File: src/rtl/ahb_csr_timer_if.sv
// CSR strobe bundle between the AHB-Lite slave front end and the timer register file.
interface ahb_csr_timer_if #(
  parameter int T_ADDR_WID = 8
);
  logic [T_ADDR_WID-1:0] T_ADDR;
  logic                  T_WREN;
  logic                  T_RDEN;
  logic [31:0]           T_WDATA;
  logic [2:0]            T_SIZE;
  logic [31:0]           T_RDATA;

  modport master (
    output T_ADDR, T_WREN, T_RDEN, T_WDATA, T_SIZE,
    input  T_RDATA
  );

  modport slave (
    input  T_ADDR, T_WREN, T_RDEN, T_WDATA, T_SIZE,
    output T_RDATA
  );
endinterface

File: src/rtl/ahb_csr_timer.sv
// Prescaled 32-bit down-counting timer with auto-reload, sticky expiry flag and IRQ,
// plus scratch and ID registers, behind single-cycle CSR strobes.
module ahb_csr_timer #(
  parameter int          T_ADDR_WID = 8,
  parameter logic [31:0] ID_VALUE   = 32'h5449_4D31
) (
  input  logic             HCLK,
  input  logic             HRESET,
  ahb_csr_timer_if.slave   csr,
  output logic             IRQ
);

  logic [T_ADDR_WID-1:0] addr;
  logic [5:0]            word_sel;
  logic [3:0]            lane_en;

  logic        en_reg;
  logic        auto_reload_reg;
  logic        irq_en_reg;
  logic [7:0]  prescale_reg;
  logic [31:0] load_reg;
  logic [31:0] count_reg;
  logic        expired_reg;
  logic [31:0] scratch_reg;
  logic [7:0]  pcnt_reg;
  logic [31:0] rdata_reg;

  logic        en_next;
  logic [7:0]  pcnt_next;
  logic [31:0] rdata_next;
  logic [31:0] load_wr;
  logic [31:0] count_wr;
  logic [31:0] scratch_wr;

  logic wr_ctrl, wr_load, wr_count, wr_status, wr_scratch;
  logic tick, expire, status_clr, ctrl_lane0_wr;

  assign addr     = csr.T_ADDR;
  assign word_sel = addr[7:2];

  always_comb begin
    lane_en = 4'b0000;
    case (csr.T_SIZE)
      3'd0:    lane_en = 4'b0001 << addr[1:0];
      3'd1:    lane_en = addr[1] ? 4'b1100 : 4'b0011;
      3'd2:    lane_en = 4'b1111;
      default: lane_en = 4'b0000;
    endcase
  end

  assign wr_ctrl    = csr.T_WREN && (word_sel == 6'h00);
  assign wr_load    = csr.T_WREN && (word_sel == 6'h01);
  assign wr_count   = csr.T_WREN && (word_sel == 6'h02) && (lane_en != 4'b0000);
  assign wr_status  = csr.T_WREN && (word_sel == 6'h03);
  assign wr_scratch = csr.T_WREN && (word_sel == 6'h04);

  // Byte-lane merge: disabled lanes keep their current contents.
  genvar gi;
  generate
    for (gi = 0; gi < 4; gi++) begin : g_lane
      assign load_wr[8*gi +: 8]    = lane_en[gi] ? csr.T_WDATA[8*gi +: 8] : load_reg[8*gi +: 8];
      assign count_wr[8*gi +: 8]   = lane_en[gi] ? csr.T_WDATA[8*gi +: 8] : count_reg[8*gi +: 8];
      assign scratch_wr[8*gi +: 8] = lane_en[gi] ? csr.T_WDATA[8*gi +: 8] : scratch_reg[8*gi +: 8];
    end
  endgenerate

  assign tick          = en_reg && (pcnt_reg == prescale_reg);
  assign expire        = tick && (count_reg == 32'd0);
  assign ctrl_lane0_wr = wr_ctrl && lane_en[0];
  assign status_clr    = wr_status && lane_en[0] && csr.T_WDATA[0];

  // A CTRL write to EN takes priority over the one-shot auto-disable.
  always_comb begin
    en_next = en_reg;
    if (ctrl_lane0_wr)
      en_next = csr.T_WDATA[0];
    else if (expire && !auto_reload_reg)
      en_next = 1'b0;
  end

  // PCNT sits at 0 whenever the timer is or becomes disabled, and on a 0->1 enable.
  always_comb begin
    pcnt_next = 8'd0;
    if (en_reg && en_next && !tick)
      pcnt_next = pcnt_reg + 8'd1;
  end

  always_comb begin
    rdata_next = 32'd0;
    case (word_sel)
      6'h00:   rdata_next = {16'd0, prescale_reg, 5'd0, irq_en_reg, auto_reload_reg, en_reg};
      6'h01:   rdata_next = load_reg;
      6'h02:   rdata_next = count_reg;
      6'h03:   rdata_next = {31'd0, expired_reg};
      6'h04:   rdata_next = scratch_reg;
      6'h05:   rdata_next = ID_VALUE;
      default: rdata_next = 32'd0;
    endcase
  end

  always_ff @(posedge HCLK or posedge HRESET) begin
    if (HRESET) begin
      en_reg          <= 1'b0;
      auto_reload_reg <= 1'b0;
      irq_en_reg      <= 1'b0;
      prescale_reg    <= 8'd0;
      load_reg        <= 32'd0;
      count_reg       <= 32'd0;
      expired_reg     <= 1'b0;
      scratch_reg     <= 32'd0;
      pcnt_reg        <= 8'd0;
      rdata_reg       <= 32'd0;
    end else begin
      en_reg   <= en_next;
      pcnt_reg <= pcnt_next;
      if (ctrl_lane0_wr) begin
        auto_reload_reg <= csr.T_WDATA[1];
        irq_en_reg      <= csr.T_WDATA[2];
      end
      if (wr_ctrl && lane_en[1])
        prescale_reg <= csr.T_WDATA[15:8];
      if (wr_load)
        load_reg <= load_wr;
      if (wr_scratch)
        scratch_reg <= scratch_wr;
      // A COUNT write beats both decrement and reload on a tick.
      if (wr_count)
        count_reg <= count_wr;
      else if (tick) begin
        if (count_reg != 32'd0)
          count_reg <= count_reg - 32'd1;
        else if (auto_reload_reg)
          count_reg <= load_reg;
      end
      expired_reg <= (expired_reg && !status_clr) || expire;
      // Read mux samples pre-write state, so a same-cycle write is not visible.
      if (csr.T_RDEN)
        rdata_reg <= rdata_next;
    end
  end

  assign csr.T_RDATA = rdata_reg;
  assign IRQ         = expired_reg & irq_en_reg;

endmodule

File: src/flat_wrapper.sv
// flat-port wrapper written by rule: the top's interface ports become plain ports
module ahb_csr_timer_flat 
#(
  parameter int          T_ADDR_WID = 8,
  parameter logic [31:0] ID_VALUE   = 32'h5449_4D31
)
  (HCLK, HRESET, IRQ, csr_T_ADDR, csr_T_WREN, csr_T_RDEN, csr_T_WDATA, csr_T_SIZE, csr_T_RDATA);
  ahb_csr_timer_if #(.T_ADDR_WID(T_ADDR_WID)) csr_i ();
  input  logic HCLK;
  input  logic HRESET;
  output logic IRQ;
  input wire logic [$bits(csr_i.T_ADDR)-1:0] csr_T_ADDR;
  input wire logic [$bits(csr_i.T_WREN)-1:0] csr_T_WREN;
  input wire logic [$bits(csr_i.T_RDEN)-1:0] csr_T_RDEN;
  input wire logic [$bits(csr_i.T_WDATA)-1:0] csr_T_WDATA;
  input wire logic [$bits(csr_i.T_SIZE)-1:0] csr_T_SIZE;
  output wire logic [$bits(csr_i.T_RDATA)-1:0] csr_T_RDATA;
  assign csr_i.T_ADDR = csr_T_ADDR;
  assign csr_i.T_WREN = csr_T_WREN;
  assign csr_i.T_RDEN = csr_T_RDEN;
  assign csr_i.T_WDATA = csr_T_WDATA;
  assign csr_i.T_SIZE = csr_T_SIZE;
  assign csr_T_RDATA = csr_i.T_RDATA;
  ahb_csr_timer #(.T_ADDR_WID(T_ADDR_WID), .ID_VALUE(ID_VALUE)) u_core (.HCLK(HCLK), .HRESET(HRESET), .csr(csr_i), .IRQ(IRQ));
endmodule
File: config.mk
export PLATFORM = sky130hd
export DESIGN_NAME = ahb_csr_timer_flat
export DESIGN_NICKNAME = d
export VERILOG_FILES = /design/src/rtl/ahb_csr_timer_if.sv /design/src/rtl/ahb_csr_timer.sv /design/src/flat_wrapper.sv
export SDC_FILE = /design/constraint.sdc
export NUM_CORES = 1
export LEC_CHECK = 0
export ABC_AREA = 0
export BUFFER_PORTS_ARGS = -buffer_cell sky130_fd_sc_hd__buf_2
export CELL_PAD_IN_SITES_DETAIL_PLACEMENT = 1
export CELL_PAD_IN_SITES_GLOBAL_PLACEMENT = 2
export CORE_MARGIN = 10
export CORE_UTILIZATION = 30
export CTS_CLUSTER_SIZE = 25
export DETAILED_ROUTE_END_ITERATION = 8
export HOLD_SLACK_MARGIN = 0.12
export PLACE_DENSITY_LB_ADDON = 0.3
export SLEW_MARGIN = 15
export SYNTH_ARGS = -nofsm -noshare
export SYNTH_HDL_FRONTEND = slang
export SYNTH_SLANG_ARGS = --single-unit
File: constraint.sdc
create_clock -name HCLK -period 5.4 [get_ports HCLK]
set_clock_uncertainty 0.05 [all_clocks]
set_input_delay 0.81 -clock HCLK [delete_from_list [all_inputs] [get_ports HCLK]]
set_output_delay 0.81 -clock HCLK [all_outputs]
set_load 0.02 [all_outputs]
* Word level (Yosys, flattened, before mapping)
Cells that the tools add are included.
Word-level totals: output and inout port bits 33, logic and storage cells 88, bits in latches 0, register bits after elaboration 148, memories kept 0, bits in writable memories 0, bits in read-only memories 0, bits of input ports 47
Operators by class: shift-type cells 1, eq/ne operators 12, reduce and logical (&&, ||, !) cells 39, divide/modulo/power cells 0, multiplexer cells 14, bitwise logic cells 1, $mul 0, order comparisons 0, add/subtract/negate cells 2
Operator list (count):
- $pmux W32 S6 | 1
- $mux W32 | 4
- $mux W8 | 5
- $logic_not A32 Y1 | 1
- $reduce_bool A32 Y1 | 1
- $sub A32 B1 Y32 const B | 1
- $logic_and A1 B1 Y1 | 16
- $reduce_and A2 Y1 | 8
- $eq A6 B2 Y1 const B | 2
- $eq A6 B3 Y1 const B | 2
- $pmux W4 S3 | 1
- $reduce_and A3 Y1 | 4
- $add A8 B1 Y8 const B | 1
- $eq A8 B8 Y1 | 1
- $ne A2 B1 Y1 const B | 4
- $eq A6 B1 Y1 const B | 1
- $logic_not A6 Y1 | 1
- $mux W4 | 1
- $reduce_bool A4 Y1 | 1
- $shl A1 B2 Y4 const A | 1
- $eq A3 B1 Y1 const B | 1
- $eq A3 B2 Y1 const B | 1
- $logic_not A1 Y1 | 3
- $logic_not A3 Y1 | 1
- other kinds (5) | 6

* Longest topological paths before layout
depth after elaboration 9, depth in mapped cells 9, gate-level depth less buffers 8

* Least setup slack after synthesis
OpenSTA, ideal clock, no wires.
kind input to register, start input csr_T_ADDR[5], end register u_core.count_reg[3], library setup time 0.126 ns, data arrival time 2.722 ns, path buffers 3, data required time 5.224 ns, stages on the path 9, path slack 2.502 ns, cells stage by stage or4_1 -> clkbuf_1 -> nor4_2 -> or4_1 -> clkbuf_1 -> o32ai_2 -> buf_2 -> a21oi_1 -> a21oi_1
On the way: longest elaborated chain between the ends 5
Ends and longest elaborated chain:
- from (decl) | line flat_wrapper.sv:12 | input wire logic [$bits(csr_i.T_ADDR)-1:0] csr_T_ADDR;
- $eq A6 B2 Y1 (*) | line ahb_csr_timer.sv:53 | assign wr_count = csr.T_WREN && (word_sel == 6'h02) && (lane_en != 4'b0000);
- $logic_and A1 B1 Y1 (*) (2 in series) | line ahb_csr_timer.sv:53
- $ne A2 B1 Y1 (no line) (tied with other cells)
- $reduce_and A3 Y1 (no line)
- to (signal assigned) | line ahb_csr_timer.sv:128 | count_reg <= count_wr;
- to (signal assigned) | line ahb_csr_timer.sv:131 | count_reg <= count_reg - 32'd1;
- to (signal assigned) | line ahb_csr_timer.sv:133 | count_reg <= load_reg;
- to (decl) | line ahb_csr_timer.sv:22 | logic [31:0] count_reg;
Every way passes the cells marked *; elsewhere a longest branch is shown, timed or not. A chain may end at the register's enable or synchronous reset.

* Worst setup path in the final report
start input csr_T_ADDR[5], end register u_core.load_reg[4]
On the way: longest elaborated chain between the ends 3
Ends and longest elaborated chain:
- $eq A6 B1 Y1 | line ahb_csr_timer.sv:52 | assign wr_load = csr.T_WREN && (word_sel == 6'h01);
- $logic_and A1 B1 Y1 | line ahb_csr_timer.sv:52
- $reduce_and A2 Y1 (no line)
- to (signal assigned) | line ahb_csr_timer.sv:123 | load_reg <= load_wr;
- to (decl) | line ahb_csr_timer.sv:21 | logic [31:0] load_reg;
Every way passes these cells.

==> results.cfg <==
[outcome]
status = finished, final reports clean

[logic_synthesis]
synth-edff-count = 0
synth_flop_cell = dfrtp_1
ys_types = 63
synth_area_leaders = dfrtp_1 48%, mux2_2 11%, a21oi_1 3.6%, nand2_1 2.3%, inv_1 2.0%
yosysWarnings = 0
syn_inst = 763
synth_top_area_share_pct = 47.8
syn_area_per_cell_um2 = 10.1
syn_nets = 813
ys_seq_elements = 148
async_flop_share_pct = 100
synth_seq_area_share_pct = 47.8
syn_area_um2 = 7740
synth_top_area_cell = dfrtp_1

[sta]
relSlewSlack_pct = 21.1
setup_viol = 0
fin_crit_sh_pct = 62.5
drv_slew = 0
rsz0062_at_grt = no
fin_tns_setup_ns = 0
tightestPinTransition_ns = 1.18
finalHoldViolations = 0
whs_ns = 0.454
fmax_mhz = 296
fin_crit_ns = 3.37

[power]
ir_worst_vdd_uv = 148
combPwrFrac_pct = 17.1
net-switching-power_mw = 0.961
switching_share_pct = 31.5
intPower_mw = 2.09
clockPowerShare_pct = 39.2
power_frac_seq_pct = 43.7
powerDensity_nw_per_um2 = 336
leakagePower_nw = 4.07

[cts]
tritoncts = built
cts_made_buffers = 17
clock_sinks = 148
h-tree-depth = 4
ctsHoldBuffers = 0
path_clk_slew_ns = 0.06
cts_root_buffer = clkbuf_16
cts-resized-gates = 0
clockBufferDepth = 2
postCtsSetupRepairBufs = 0
clk_latency_ns = 0.43

[global_route]
grt_antenna_before_repair = 0
top_usage_layer = met2
grt_pass1_vias = 6911
grt_pass1_wl_um = 41600
use_met1_pct = 21.4
grt_util_met3_pct = 3.03
grt_max_degree = 87
gr-total-overflow = 0
use_met2_pct = 25.9
grt.total_usage_pct = 15.9

[critical_path]
arrival_ns = 3.64
critical_path_class = in2reg
crit_path_end_kind = flop
worstPathRequired_ns = 5.67
crit_fanout = 10
cp-start-kind = primary input

[floorplan]
die_w_um = 181
io_pins = 80
die_h_um = 181
start_util_pct = 30.7
die-area_um2 = 32600
rows = 58
core_um2 = 25300

[worst_hold_path]
hold_path_class = reg2reg

[detailed_routing]
drt-total-wl_um = 26100
drcViolationCount = 0
ant_nets = 0
via_per_inst = 5.48
drt_first_pass_iters = 6
wl_per_cell_um = 22.3
drtIter0Drc = 515
vias = 6417

[finish]
nets = 878
drive_gt1_share_pct = 25.8
syn_to_final_growth_pct = 17.1
seq_area_um2 = 3700
multi_input_area_um2 = 3680
diodes = 0
nFillCells = 2869

[placement]
place.gp.congestion = 0.800
dp_hpwl_um = 18000
portBuffers = 79

[job]
maxCapViolCount = 0
power by group through the flow:
| stage | clock (mW) | combinational (mW) | sequential, mW |
|---|---|---|---|
| floorplan | 0 | 0.384 | 1.29 |
| global placement | 0 | 0.516 | 1.35 |
| detailed placement | 0 | 0.523 | 1.35 |
| CTS | 1.22 | 0.526 | 1.33 |
| global route | 1.27 | 0.582 | 1.35 |
| finish | 1.19 | 0.520 | 1.33 |
worst paths after layout:
check                                                   start                                  to  slack [ns]  cells after the start
max                                             csr_T_ADDR[5]      u_core.load_reg[4]$_DFFE_PP0P_        2.03                      5
min                        u_core.scratch_reg[14]$_DFFE_PP0P_  u_core.scratch_reg[14]$_DFFE_PP0P_        0.45                      1
max reg2reg                   u_core.count_reg[2]$_DFFE_PP0P_    u_core.count_reg[19]$_DFFE_PP0P_        2.07                      6
min reg2reg                u_core.scratch_reg[14]$_DFFE_PP0P_  u_core.scratch_reg[14]$_DFFE_PP0P_        0.45                      1
max in group asynchronous                              HRESET    u_core.count_reg[17]$_DFFE_PP0P_        3.82                      3
min in group asynchronous                              HRESET   u_core.csr.T_RDATA[4]$_DFFE_PP0P_        0.48                      2
kinds of logic (layout without fill, tap and decap cells):
logic type | count (synthesis) | in the layout | synth area share (%)
flops | 148 | 148 | 47.8
mux | 77 | 77 | 11.2
buf+inv | 94 | 172 | 4.86
compound gates | 224 | 224 | 19.9
fa+ha+maj | 3 | 3 | 0.485
simple gates | 200 | 200 | 13.9
xor+xnor | 17 | 17 | 1.92
metal layers:
metal  up-vias  routed length, um
met1      3311              12600
met4         0                196
met5         -                  0
met2       114              12500
met3        16                857
li1       2976                  -
cell usage in the layout, fill, tap and decap left out, types with 6 or more instances in the layout:
cell type,Yosys,final
o22ai_1,25,25
a221oi_1,12,12
nor4_1,12,12
nand2_1,48,48
xnor2_1,12,12
buf_2,13,79
or4_1,9,9
nand2b_1,9,9
a222oi_1,13,13
nand3_1,15,15
and3_1,9,9
o21ai_0,26,26
nand4_1,9,9
clkbuf_16,0,17
a22oi_1,13,13
a21oi_1,56,56
o211ai_1,9,9
nor2_1,40,39
mux2_2,73,73
o21a_1,10,10
buf_4,0,19
nor3_1,19,19
inv_1,42,41
a21o_1,9,9
clkinv_2,0,6
a31oi_1,8,8
dfrtp_1,148,148
Yosys cell counts (5+ instances only):
cell type / number
a21o_1: 9
nand2b_1: 9
nor2b_1: 5
nand4_1: 9
inv_1: 42
mux2_2: 73
nor4_1: 12
a222oi_1: 13
xor2_1: 5
o211ai_1: 9
o21a_1: 10
nor2_1: 40
clkbuf_1: 36
xnor2_1: 12
and3_1: 9
a221oi_1: 12
dfrtp_1: 148
or3_1: 5
nor3_1: 19
nand2_1: 48
a21oi_1: 56
nand3_1: 15
a21boi_0: 5
a22oi_1: 13
o22ai_1: 25
o21ai_0: 26
buf_2: 13
or4_1: 9
o31ai_1: 5
a31oi_1: 8
cell type report:
type	count	share of cell area, %
clock buffers	22	5.12
well taps	330	4.55
clock inverters	10	1.17
flip-flops and latches	148	40.8
multi-input cells	521	40.6
inverters	42	1.79
repair buffers	98	5.93
through the flow:
| step | std cells | util, % | power, mW | area, um^2 | worst slack (ns) |
|---|---|---|---|---|---|
| 2_1_floorplan | 763 | - | 1.68 | 7740 | 0.560 |
| 3_3_place_gp | 1139 | 33.7 | 1.87 | 8500 | 1.63 |
| 3_5_place_dp | 1139 | 33.7 | 1.87 | 8500 | 1.61 |
| 4_1_cts | 1171 | 35.9 | 3.07 | 9070 | 2.05 |
| 5_1_grt | 1171 | 35.9 | 3.19 | 9070 | 1.85 |
| 6_report | 1171 | 35.9 | 3.05 | 9070 | 2.03 |
critical path, cell delays in order:
cell and delay (ns):
buf_2 0.11, or4_1 0.70, nor3b_2 0.86, nor2b_1 0.73, mux2_2 0.42
(Power assumes the default switching activity.)
